`config.mk`:
```
export PLATFORM = sky130hd
export DESIGN_NAME = m_alu_execute
export DESIGN_NICKNAME = d
export VERILOG_FILES = /design/src/rtl/m_alu_execute.sv
export SDC_FILE = /design/constraint.sdc
export NUM_CORES = 1
export LEC_CHECK = 0
export CAP_MARGIN = 10
export CELL_PAD_IN_SITES_DETAIL_PLACEMENT = 0
export CELL_PAD_IN_SITES_GLOBAL_PLACEMENT = 1
export CORE_ASPECT_RATIO = 1.5
export CORE_UTILIZATION = 25
export CTS_CLUSTER_DIAMETER = 120
export DETAILED_ROUTE_END_ITERATION = 16
export GPL_TIMING_DRIVEN = 0
export HOLD_SLACK_MARGIN = 0.05
export PLACE_DENSITY = 0.48
export SKIP_LAST_GASP = 1
export SLEW_MARGIN = 0
export SYNTH_ARGS = -nofsm -noshare
export SYNTH_HDL_FRONTEND = slang
export SYNTH_SLANG_ARGS = --single-unit
```
`constraint.sdc`:
```
create_clock -name clk -period 9.3 [get_ports clk]
set_input_delay 1.86 -clock clk [delete_from_list [all_inputs] [get_ports clk]]
set_output_delay 1.86 -clock clk [all_outputs]
set_load 0.005 [all_outputs]
```
`src/rtl/m_alu_execute.sv`:
```
// m_alu_execute: two-stage pipelined ALU execute unit.
//
// Stage 1 shifts operand B, then applies the pre-unary ops to A and B.
// Stage 2 runs the core op, applies the post-unary op and forms the flags.
// The stage 2 registers drive the outputs directly.
//
// Ports:
//   clk, rst             clock; synchronous active-high reset
//   in_valid / in_ready  upstream handshake
//   in_control           s_control bundle from the ALU decoder
//   in_a, in_b           32-bit operands
//   out_valid / out_ready downstream handshake
//   out_result           32-bit result
//   out_flags            {N, Z, C, V}
//   out_invalid          transaction carried an invalid or unlisted core op
//
// Handshake: a transfer happens on a rising edge where valid && ready.
// A producer holding valid keeps its payload stable until that transfer.
// in_ready depends combinationally on out_ready, so a full pipe can drain,
// shift and accept in the same cycle.

package m_alu_pkg;
  typedef enum logic [3:0] {
    CORE_OP_ADD     = 4'd0,
    CORE_OP_AND     = 4'd1,
    CORE_OP_XOR     = 4'd2,
    CORE_OP_SHL     = 4'd3,
    CORE_OP_ASL     = 4'd4,
    CORE_OP_SHR     = 4'd5,
    CORE_OP_ASR     = 4'd6,
    CORE_OP_ROR     = 4'd7,
    CORE_OP_ROL     = 4'd8,
    CORE_OP_INVALID = 4'd15
  } core_op_e;

  typedef enum logic [1:0] {
    UNARY_OP_ID  = 2'd0,
    UNARY_OP_NOT = 2'd1,
    UNARY_OP_NEG = 2'd2
  } unary_op_e;

  typedef enum logic [1:0] {
    SHIFT_SHL = 2'd0,
    SHIFT_SHR = 2'd1,
    SHIFT_ASR = 2'd2,
    SHIFT_ROR = 2'd3
  } shift_kind_e;

  typedef struct packed {
    shift_kind_e kind;
    logic [4:0]  amt;
  } s_shift;

  typedef struct packed {
    core_op_e  op;
    unary_op_e unary_a;
    unary_op_e unary_b;
    s_shift    shift;
    unary_op_e unary_res;
  } s_control;
endpackage

module m_alu_execute
  import m_alu_pkg::*;
(
  input  logic        clk,
  input  logic        rst,
  input  logic        in_valid,
  output logic        in_ready,
  input  s_control    in_control,
  input  logic [31:0] in_a,
  input  logic [31:0] in_b,
  output logic        out_valid,
  input  logic        out_ready,
  output logic [31:0] out_result,
  output logic [3:0]  out_flags,
  output logic        out_invalid
);

  function automatic logic [31:0] apply_unary(unary_op_e u, logic [31:0] x);
    case (u)
      UNARY_OP_NOT: apply_unary = ~x;
      UNARY_OP_NEG: apply_unary = ~x + 32'd1;
      default:      apply_unary = x;  // unused encoding behaves as identity
    endcase
  endfunction

  // Rotates use a doubled word so a zero amount needs no special case.
  function automatic logic [31:0] rot_right(logic [31:0] x, logic [4:0] n);
    logic [63:0] d;
    d = {x, x} >> n;
    return d[31:0];
  endfunction

  function automatic logic [31:0] rot_left(logic [31:0] x, logic [4:0] n);
    logic [63:0] d;
    d = {x, x} << n;
    return d[63:32];
  endfunction

  function automatic logic [31:0] shift_b(shift_kind_e k, logic [31:0] x, logic [4:0] n);
    case (k)
      SHIFT_SHL: shift_b = x << n;
      SHIFT_SHR: shift_b = x >> n;
      SHIFT_ASR: shift_b = $unsigned($signed(x) >>> n);
      default:   shift_b = rot_right(x, n);
    endcase
  endfunction

  // Stage 1 registers
  logic        s1_valid;
  logic [31:0] s1_a;
  logic [31:0] s1_b;
  core_op_e    s1_op;
  unary_op_e   s1_ures;

  // Stage 2 registers (these are the outputs)
  logic        s2_valid;
  logic [31:0] s2_result;
  logic [3:0]  s2_flags;
  logic        s2_invalid;

  logic s2_adv;
  logic s1_adv;

  assign s2_adv   = !s2_valid || out_ready;
  assign s1_adv   = !s1_valid || s2_adv;
  assign in_ready = s1_adv;

  assign out_valid   = s2_valid;
  assign out_result  = s2_result;
  assign out_flags   = s2_flags;
  assign out_invalid = s2_invalid;

  // Stage 1 combinational operand prep
  logic [31:0] b_sh;
  logic [31:0] a1;
  logic [31:0] b1;

  always_comb begin
    b_sh = shift_b(in_control.shift.kind, in_b, in_control.shift.amt);
    a1   = apply_unary(in_control.unary_a, in_a);
    b1   = apply_unary(in_control.unary_b, b_sh);
  end

  always_ff @(posedge clk) begin
    if (rst) begin
      s1_valid <= 1'b0;
      s1_a     <= '0;
      s1_b     <= '0;
      s1_op    <= CORE_OP_ADD;
      s1_ures  <= UNARY_OP_ID;
    end else if (s1_adv) begin
      s1_valid <= in_valid;
      if (in_valid) begin
        s1_a    <= a1;
        s1_b    <= b1;
        s1_op   <= in_control.op;
        s1_ures <= in_control.unary_res;
      end
    end
  end

  // Stage 2 combinational core + post-unary
  logic [32:0] sum;
  logic [31:0] core_r;
  logic [31:0] res;
  logic        add_c;
  logic        add_v;
  logic        is_inv;
  logic [3:0]  flags;

  always_comb begin
    sum    = {1'b0, s1_a} + {1'b0, s1_b};
    core_r = '0;
    add_c  = 1'b0;
    add_v  = 1'b0;
    is_inv = 1'b0;
    case (s1_op)
      CORE_OP_ADD: begin
        core_r = sum[31:0];
        add_c  = sum[32];
        add_v  = (s1_a[31] == s1_b[31]) && (sum[31] != s1_a[31]);
      end
      CORE_OP_AND: core_r = s1_a & s1_b;
      CORE_OP_XOR: core_r = s1_a ^ s1_b;
      CORE_OP_SHL,
      CORE_OP_ASL: core_r = s1_a << s1_b[4:0];
      CORE_OP_SHR: core_r = s1_a >> s1_b[4:0];
      CORE_OP_ASR: core_r = $unsigned($signed(s1_a) >>> s1_b[4:0]);
      CORE_OP_ROR: core_r = rot_right(s1_a, s1_b[4:0]);
      CORE_OP_ROL: core_r = rot_left(s1_a, s1_b[4:0]);
      default:     is_inv = 1'b1;
    endcase
    // C and V come from the adder; N and Z see the post-unary result.
    res   = is_inv ? 32'd0 : apply_unary(s1_ures, core_r);
    flags = is_inv ? 4'd0 : {res[31], (res == 32'd0), add_c, add_v};
  end

  always_ff @(posedge clk) begin
    if (rst) begin
      s2_valid   <= 1'b0;
      s2_result  <= '0;
      s2_flags   <= '0;
      s2_invalid <= 1'b0;
    end else if (s2_adv) begin
      s2_valid <= s1_valid;
      if (s1_valid) begin
        s2_result  <= res;
        s2_flags   <= flags;
        s2_invalid <= is_inv;
      end
    end
  end

endmodule

```
* Yosys cells after proc, flatten, opt, wreduce, memory -nomap -nowiden
Cells that the tools add are included.
Cells by class: add/subtract/negate cells 4, multiply operators 0, divide/modulo/power cells 0, order comparisons 0, eq/ne operators 18, shift operators 9, muxes and demuxes 10, bitwise gates (word level) 5, reduce and logical (&&, ||, !) cells 12
Operators with widths (number):
- $pmux 32 s8 | 1
- $pmux 32 s2 | 3
- $shr 64x5->32 | 2
- $add 32x1->32 const B | 3
- $not 32->32 | 3
- $pmux 32 s3 | 1
- $shl 32x5->32 | 2
- $shl 64x5->64 | 1
- $shr 32x5->32 | 2
- $sshr 32x5->32 | 2
- $add 32x32->33 | 1
- $and 32x32->32 | 1
- $logic_not 32->1 | 1
- $mux 32 | 1
- $xor 32x32->32 | 1
- $eq 4x3->1 const B | 4
- $reduce_or 9->1 | 1
- $eq 2x1->1 const B | 4
- $eq 2x2->1 const B | 4
- $eq 4x2->1 const B | 2
- $eq 4x1->1 const B | 1
- $eq 4x4->1 const B | 1
- $logic_not 4->1 | 1
- $mux 4 | 1
- 9 further kinds | 14
Storage, ports and cells: register bits 109, bits in latches 0, memory bits (writable) 0, ROM bits 0, bits of input ports 85, output and inout port bits 39, logic and storage cells 67, memories kept 0

* Logic depth before layout (Yosys ltp)
Gate-level depths: netlist of run 1.
depth after elaboration 9, depth in mapped cells 21

* Worst setup path before layout of run 1
Ideal clock, no wire load.
path type input port to flip-flop, start point input port in_control[2] in the netlist's numbering, end point register s1_b[31], data arrival time 5.749 ns, setup slack 3.410 ns, cell stages on the path 16, buffers on the path 3, path through buf_2 -> buf_2 -> buf_2 -> mux4_2 -> nor2_1 -> nor2_1 -> mux4_2 -> a21oi_1 -> o2111ai_1 -> nor3_1 -> nand4b_1 -> or4_1 -> nor3_1 -> nor4_1 -> a31oi_1 -> a311oi_1
On the way: longest elaborated chain between the ends 5, elaborated cells on any way between the ends 8, those cells by class add/sub (1); shift (4); mux (2); bitwise (1)
RTL lines:
- from (decl) | RTL line 70 | input s_control in_control,
- $shr 64x5->32 (tied with other cells) | RTL line 91 | d = {x, x} >> n;
- $pmux 32 s3 * | RTL line 102 | case (k)
- $not 32->32 | RTL line 82, 83
- $add 32x1->32 | RTL line 83 | UNARY_OP_NEG: apply_unary = ~x + 32'd1;
- $pmux 32 s2 * | RTL line 81 | case (u)
- to (signal assigned) | RTL line 150 | s1_b <= '0;
- to (signal assigned) | RTL line 157 | s1_b <= b1;
- to (decl) | RTL line 113 | logic [31:0] s1_b;
Every way passes the cells marked *; elsewhere a longest branch is shown, timed or not. A chain may end at the register's enable or synchronous reset.

* Worst setup path in the final report of run 1
start point register s1_b[0], end point register s2_flags[2] (netlist: out_flags[2])
On the way: longest elaborated chain between the ends 8, elaborated cells on any way between the ends 15, those cells by class add/sub (2); shift (5); mux (4); bitwise (3); reduce/logical (1)
RTL lines:
- $add 32x32->33 (tied with other cells) | RTL line 174 | sum = {1'b0, s1_a} + {1'b0, s1_b};
- $pmux 32 s8 * | RTL line 179 | case (s1_op)
- $not 32->32 | RTL line 82, 83
- $add 32x1->32 | RTL line 83
- $pmux 32 s2 * | RTL line 81
- $mux 32 * | RTL line 196 | res = is_inv ? 32'd0 : apply_unary(s1_ures, core_r);
- $logic_not 32->1 * | RTL line 197 | flags = is_inv ? 4'd0 : {res[31], (res == 32'd0), add_c, add_v};
- $mux 4 * | RTL line 197
- to (signal assigned) | RTL line 210 | s2_flags <= flags;
- to (decl) | RTL line 120 | logic [3:0] s2_flags;
Marked as above.

==> flow_summary.yaml, run 1 <==
setup_path:
  end_kind: "register"
  r2r-end: "out_flags[2]"
  arrival_ns: 8.21
  worstPathRequired_ns: 9.63
  reg2reg_from: "s1_b[0]"
  crit_path_start_kind: "register"
  reg2regPathDepth: 18
  r2r_slack_ns: 1.42
  critPathKind: "register to register"
  cp_max_fo: 10
synth:
  synth-async-reset-ratio: 0
  synth_simple_gate_area_frac: 0.2327
  synth-edff-count: 0
  synth_mux_area_frac: 0.2790
  synthCells: 2803
  synthXorXnorAreaFrac: 0.007339
  syn_area_per_cell_um2: 7.664
  synth_ff_type: "dfxtp_1"
  netlist_area_um2: 21480
  syn-num-nets: 2931
  yosys_warnings: 0
  ys_seq_area_frac: 0.1006
  synth_compound_area_frac: 0.2846
  yosysUniqueCellTypes: 114
  synth_top_family_by_area: "compound AO/OA/AOI/OAI gates"
  ys_ff_latch: 108
  yosys.area_share.adder: 0.02539
place:
  dp_hpwl_um: 123900
  placedInstanceArea_um2: 24140
  globalplace.congestion: 1.017
  portBuffers: 117
  dp_slack_ns: 1.588
detailed_routing:
  viasPerCell: 6.423
  ant_nets: 0
  drt_iter0_drc: 2742
  vias: 26205
  wl_um: 150400
  dr.pass1.iters: 8
  routedWlPerCell_um: 36.85
  post-route-drc-count: 0
finish:
  synthToLayoutAreaGrowth_pct: 14.10
  nNetsFinal: 3070
  finalInstanceArea_um2: 24510
  mostFrequentLayoutCells: "nor2_1, nand2_1, clkbuf_1"
  final_common_cell: "nor2_1"
  drive_gt1_frac: 0.1405
timing:
  fin_crit_ns: 7.884
  tightest_slew_ns: 1.349
  period_share: 0.8477
  setup_slack_ns: 1.416
  fin_tns_setup_ns: 0
  rsz0062_at_grt: "false"
  holdWs_ns: 0.4580
  hold_viol: 0
  max_freq_mhz: 126.8
  clock_skew_ns: 0.009640
  maxSlewViolCount: 0
  max-slew-margin-rel: 0.09102
  setup_viol: 0
clock_network:
  clk_latency_ns: 0.41
  clock_sinks: 108
  cts_root_buf: "clkbuf_16"
  cts_made_buffers: 9
  cts_setup_buffers: 0
  hold_buffers: 0
  cts_resized: 0
  cts_buffer_depth: 2
  cts_tree: "built"
  cts_max_level: 3
  clkSlewWorstSetupHoldPaths_ns: 0.09
hold_path:
  hold_depth: 2
  min_from: "out_result[14]"
  min_path_type: "register to register"
  hold_end: "out_result[14]"
die:
  core_um2: 85070
  io_pins: 124
  dieArea_um2: 87130
  start_util: 0.2525
  dieHeight_um: 361.0
  core.rowCount: 131
  die_w_um: 241.3
power_and_ir_drop:
  power_density_nw_per_um2: 119.0
  ir_worst_vdd_v: 0.00007836
  leakage_uw: 0.008294
grt:
  grt_pass1_wl_um: 207500
  grt_max_degree: 23
  antenna_found_initial: 5
  grtUsageMet1: 0.3726
  grt-busiest-layer: "met2"
  groute.usage.overall: 0.3394
  grt_util_met2: 0.5779
  grtUsageMet3: 0.06546
  grt_pass1_vias: 25635
  grt-ovfl-total: 0
status:
  status: "completed"
job:
  maxCapViolCount: 0
==> layout make-up <==
type / instances / area [um2]
inverter: 45 / 168.9
timing repair buffer: 128 / 1276
buffer: 289 / 1339
sequential: 108 / 2162
clock buffer: 9 / 225.2
multi-input combinational: 2361 / 17830
clock inverter: 7 / 86.33
antenna: 3 / 7.507
tap: 1130 / 1414
fill: 9309 / 60560
==> cells in the mapped netlist (14+ instances only) <==
library cell / number / area (um2)
or3_1: 29 / 181.4
or2_2: 24 / 150.1
inv_1: 35 / 131.4
clkbuf_1: 183 / 686.9
a21oi_1: 181 / 905.9
a211oi_1: 63 / 473.0
o21ai_0: 123 / 615.6
nand4_1: 24 / 150.1
buf_1: 38 / 142.6
o221ai_1: 17 / 148.9
nor4_1: 26 / 162.7
buf_4: 14 / 105.1
dfxtp_1: 108 / 2162
nand3_1: 56 / 280.3
mux2i_1: 141 / 1411
mux4_2: 147 / 3311
buf_2: 36 / 180.2
a21o_1: 39 / 292.8
ha_1: 42 / 525.5
nor2b_1: 20 / 125.1
buf_6: 15 / 168.9
nand2_1: 263 / 987.2
a31oi_1: 30 / 187.7
nor2_1: 346 / 1299
o31ai_1: 26 / 195.2
a221oi_1: 39 / 341.6
a22oi_1: 41 / 307.8
nor3_1: 111 / 555.5
mux2_2: 94 / 1059
o21a_1: 14 / 105.1
and2_1: 23 / 143.9
o211ai_1: 31 / 232.7
nand2b_1: 41 / 256.5
o311ai_0: 24 / 210.2
a311oi_1: 43 / 376.6
o22ai_1: 31 / 193.9
==> cell families after synthesis <==
| group | count (synthesis) |
|---|---|
| muxes | 394 |
| AOI/OAI and AO/OA | 861 |
| and+or+nand+nor | 1045 |
| buffers and inverters | 334 |
| DFF | 108 |
| xor gates and xnor gates | 18 |
| adders and majority gates | 43 |
==> worst max path at each step <==
stage | startpoint | to | depth (start not counted)
6_report | s1_b[0] | out_flags[2] | 18
5_1_grt | s1_b[0] | out_flags[2] | 18
4_1_cts | s1_b[0] | out_flags[2] | 18
3_5_place_dp | in_control[4] | s1_b[31] | 16
3_3_place_gp | s1_b[0] | out_flags[2] | 18
2_1_floorplan | in_control[2] | s1_b[31] | 16
==> metal layers <==
layer	share of wire	wire, um	vias to the layer above
li1	-	-	11183
met1	0.37	54890	13056
met2	0.49	72960	1551
met3	0.066	9849	415
met4	0.084	12650	0
met5	0	0	-
==> worst max-delay path, cell delays in order (launching register included) <==
cell and delay (ns):
dfxtp_1 0.39, buf_2 0.25, inv_2 0.28, buf_1 0.69
clkbuf_1 0.88, ha_1 0.51, nand2b_1 0.17, o21ai_0 0.16
o32ai_1 0.50, nor2_1 0.12, a22oi_1 0.89, and4bb_2 0.34
nand4_2 0.25, nor3_1 0.09, o31ai_1 0.94, and4_1 0.30
nor4b_1 0.51, nand4_1 0.23, o31ai_2 0.28
==> state kept, by name (all words and copies together), names as in the netlist <==
signal and cells:
s1_ures 2, out_flags 3, s1_valid 1, s1_b 32, out_valid 1, s1_a 32, out_result 32, s1_op 4
out_invalid 1
==> per-stage QoR <==
step | instances | utilization | power (uW)
4_1_cts | 4073 | 0.2875 | 2861
2_1_floorplan | 2803 | - | 1653
5_1_grt | 4077 | 0.2880 | 3022
3_3_place_gp | 4050 | 0.2829 | 2432
6_report | 4080 | 0.2881 | 2916
3_5_place_dp | 4057 | 0.2838 | 2423
==> report_power, final <==
part	leakage, uW	internal, uW	switching, uW
logic	0.00725	647	1260
clock network	0.000152	195	234
registers	0.000890	498	79.9
total	0.00829	1340	1580
(Power assumes the default switching activity.)
==> run 2, diff against run 1 <==
==> constraint.sdc (replaced) <==
create_clock -name clk -period 7.26 [get_ports clk]
set_input_delay 1.452 -clock clk [delete_from_list [all_inputs] [get_ports clk]]
set_output_delay 1.452 -clock clk [all_outputs]
set_load 0.005 [all_outputs]
==> run 2 against run 1 <==
  * Sequential cell count stayed put
  * Core utilization increased by 0.054 points
  * Power is 28% higher
  * Design area up 0.19%
  * Largest cell class unchanged
  * Clock power up 28%
==> flow_summary.yaml, run 2 (same netlist as run 1, synthesis figures left out) <==
place:
  dp_slack_ns: -0.3132
  dp_hpwl_um: 123900
  portBuffers: 117
  placedInstanceArea_um2: 24140
  globalplace.congestion: 1.017
die:
  core_um2: 85070
  core.rowCount: 131
  dieArea_um2: 87130
  die_w_um: 241.3
  dieHeight_um: 361.0
  io_pins: 124
  start_util: 0.2525
detailed_routing:
  wl_um: 150100
  ant_nets: 0
  dr.pass1.iters: 6
  vias: 26185
  post-route-drc-count: 0
  drt_iter0_drc: 2896
  routedWlPerCell_um: 36.81
  viasPerCell: 6.419
timing:
  tightest_slew_ns: 1.303
  period_share: 0.9861
  setup_viol: 0
  max_freq_mhz: 139.7
  hold_viol: 0
  rsz0062_at_grt: "true"
  max-slew-margin-rel: 0.1219
  setup_slack_ns: 0.1009
  maxSlewViolCount: 0
  clock_skew_ns: 0.01123
  fin_crit_ns: 7.159
  holdWs_ns: 0.4585
  fin_tns_setup_ns: 0
finish:
  num-fill-cells: 9302
  drive_gt1_frac: 0.1435
  synthToLayoutAreaGrowth_pct: 14.31
  final_common_cell: "nor2_1"
  seq_area_um2: 2162
  multiInputGateArea_um2: 17880
  mostFrequentLayoutCells: "nor2_1, nand2_1, clkbuf_1"
  nNetsFinal: 3070
  finalInstanceArea_um2: 24560
grt:
  grt_max_degree: 23
  grt_pass1_wl_um: 207200
  grt_pass1_vias: 25669
  groute.usage.overall: 0.3387
  antenna_found_initial: 4
  grt-ovfl-total: 0
setup_path:
  end_kind: "register"
  arrival_ns: 7.49
  crit_path_start: "s1_b[0]"
  crit_path_start_kind: "register"
  critPathKind: "register to register"
  critical_path.most_common_cell: "buf_2"
  reg2reg_from: "s1_b[0]"
  worstPathRequired_ns: 7.59
  crit_slowest_cell: "or4_1"
  max_stage_delay_ns: 0.58
  worstPathCellList: "buf_2 > inv_2 > buf_1 > buf_2 > ha_1 > nand2b_1 > a2bb2oi_1 > o21ai_0 > o32ai_1 > o32ai_1 > buf_4 > nand3_1 > nand4bb_1 > or4_1 > buf_2 > o31ai_1 > o211ai_1 > nor4b_2 > nand4_1 > o31ai_2"
  cp_max_fo: 10
clock_network:
  clock_sinks: 108
  cts_buffer_depth: 2
  cts_root_buf: "clkbuf_16"
  cts_made_buffers: 9
  cts_setup_buffers: 0
  cts_max_level: 3
  clkSlewWorstSetupHoldPaths_ns: 0.08
  cts_tree: "built"
  clk_latency_ns: 0.41
power_and_ir_drop:
  ir_worst_vdd_v: 0.0001008
  power.share.sequential: 0.198
  leakage_uw: 0.008310
  power_density_nw_per_um2: 152.3
  power_frac_clock: 0.147
  power_frac_comb: 0.655
  power_switching_uw: 2021
  power.total_uw: 3740
  p_int_uw: 1719
  swShare: 0.5404
job:
  maxCapViolCount: 0
hold_path:
  min_path_type: "register to register"
  min_from: "out_result[14]"
status:
  status: "completed"
## run 2: final cells by class
class	count	share of cell area
multi-input combinational	2361	0.7280
tap	1130	0.05758
clock inverter	7	0.003516
inverter	45	0.006879
clock buffer	9	0.009171
sequential	108	0.08805
timing repair buffer	128	0.05197
buffer	289	0.05462
antenna	2	0.0002038
## run 2: final timing paths
path | cells past startpoint | end | slack (ns)
worst min register to register | 2 | out_result[14] | 0.46
worst min-delay path | 2 | out_result[14] | 0.46
worst max register to register | 20 | out_flags[2] | 0.10
worst max-delay path | 20 | out_flags[2] | 0.10
## run 2: what timing repair did
item                       in CTS  in global routing
hold buffers                    0                  0
setup endpoints to repair       1                  2
resized for setup               3                  8
cloned                          0                  0
## run 2: power groups by stage
stage	combinational (uW)	sequential, uW	clock [uW]
finish	2450	740	549
global route	2550	738	587
CTS	2370	735	564
detailed placement	2350	749	0
global placement	2370	749	0
floorplan	1430	684	0
## run 2: layer usage
layer,part of all wire,track usage,wire length (um)
met3,0.069,0.06531,10310
met1,0.36,0.3709,54260
met5,0.000060,0,9
met4,0.082,0.2442,12320
met2,0.49,0.5784,73250
## run 2: worst max-delay path, delay by kind of cell, from the launching register on
| kind | cells | cell delay [ns] |
|---|---|---|
| DFF | 1 | 0.46 |
| adders and majority gates | 1 | 0.37 |
| and+or+nand+nor | 6 | 2.23 |
| buffers and inverters | 6 | 1.86 |
| AOI/OAI and AO/OA | 7 | 2.12 |
## run 2: metrics by stage
step	cells	utilization
global placement	4050	0.2829
global route	4077	0.2886
finish	4079	0.2887
CTS	4073	0.2876
detailed placement	4057	0.2838
floorplan	2803	-
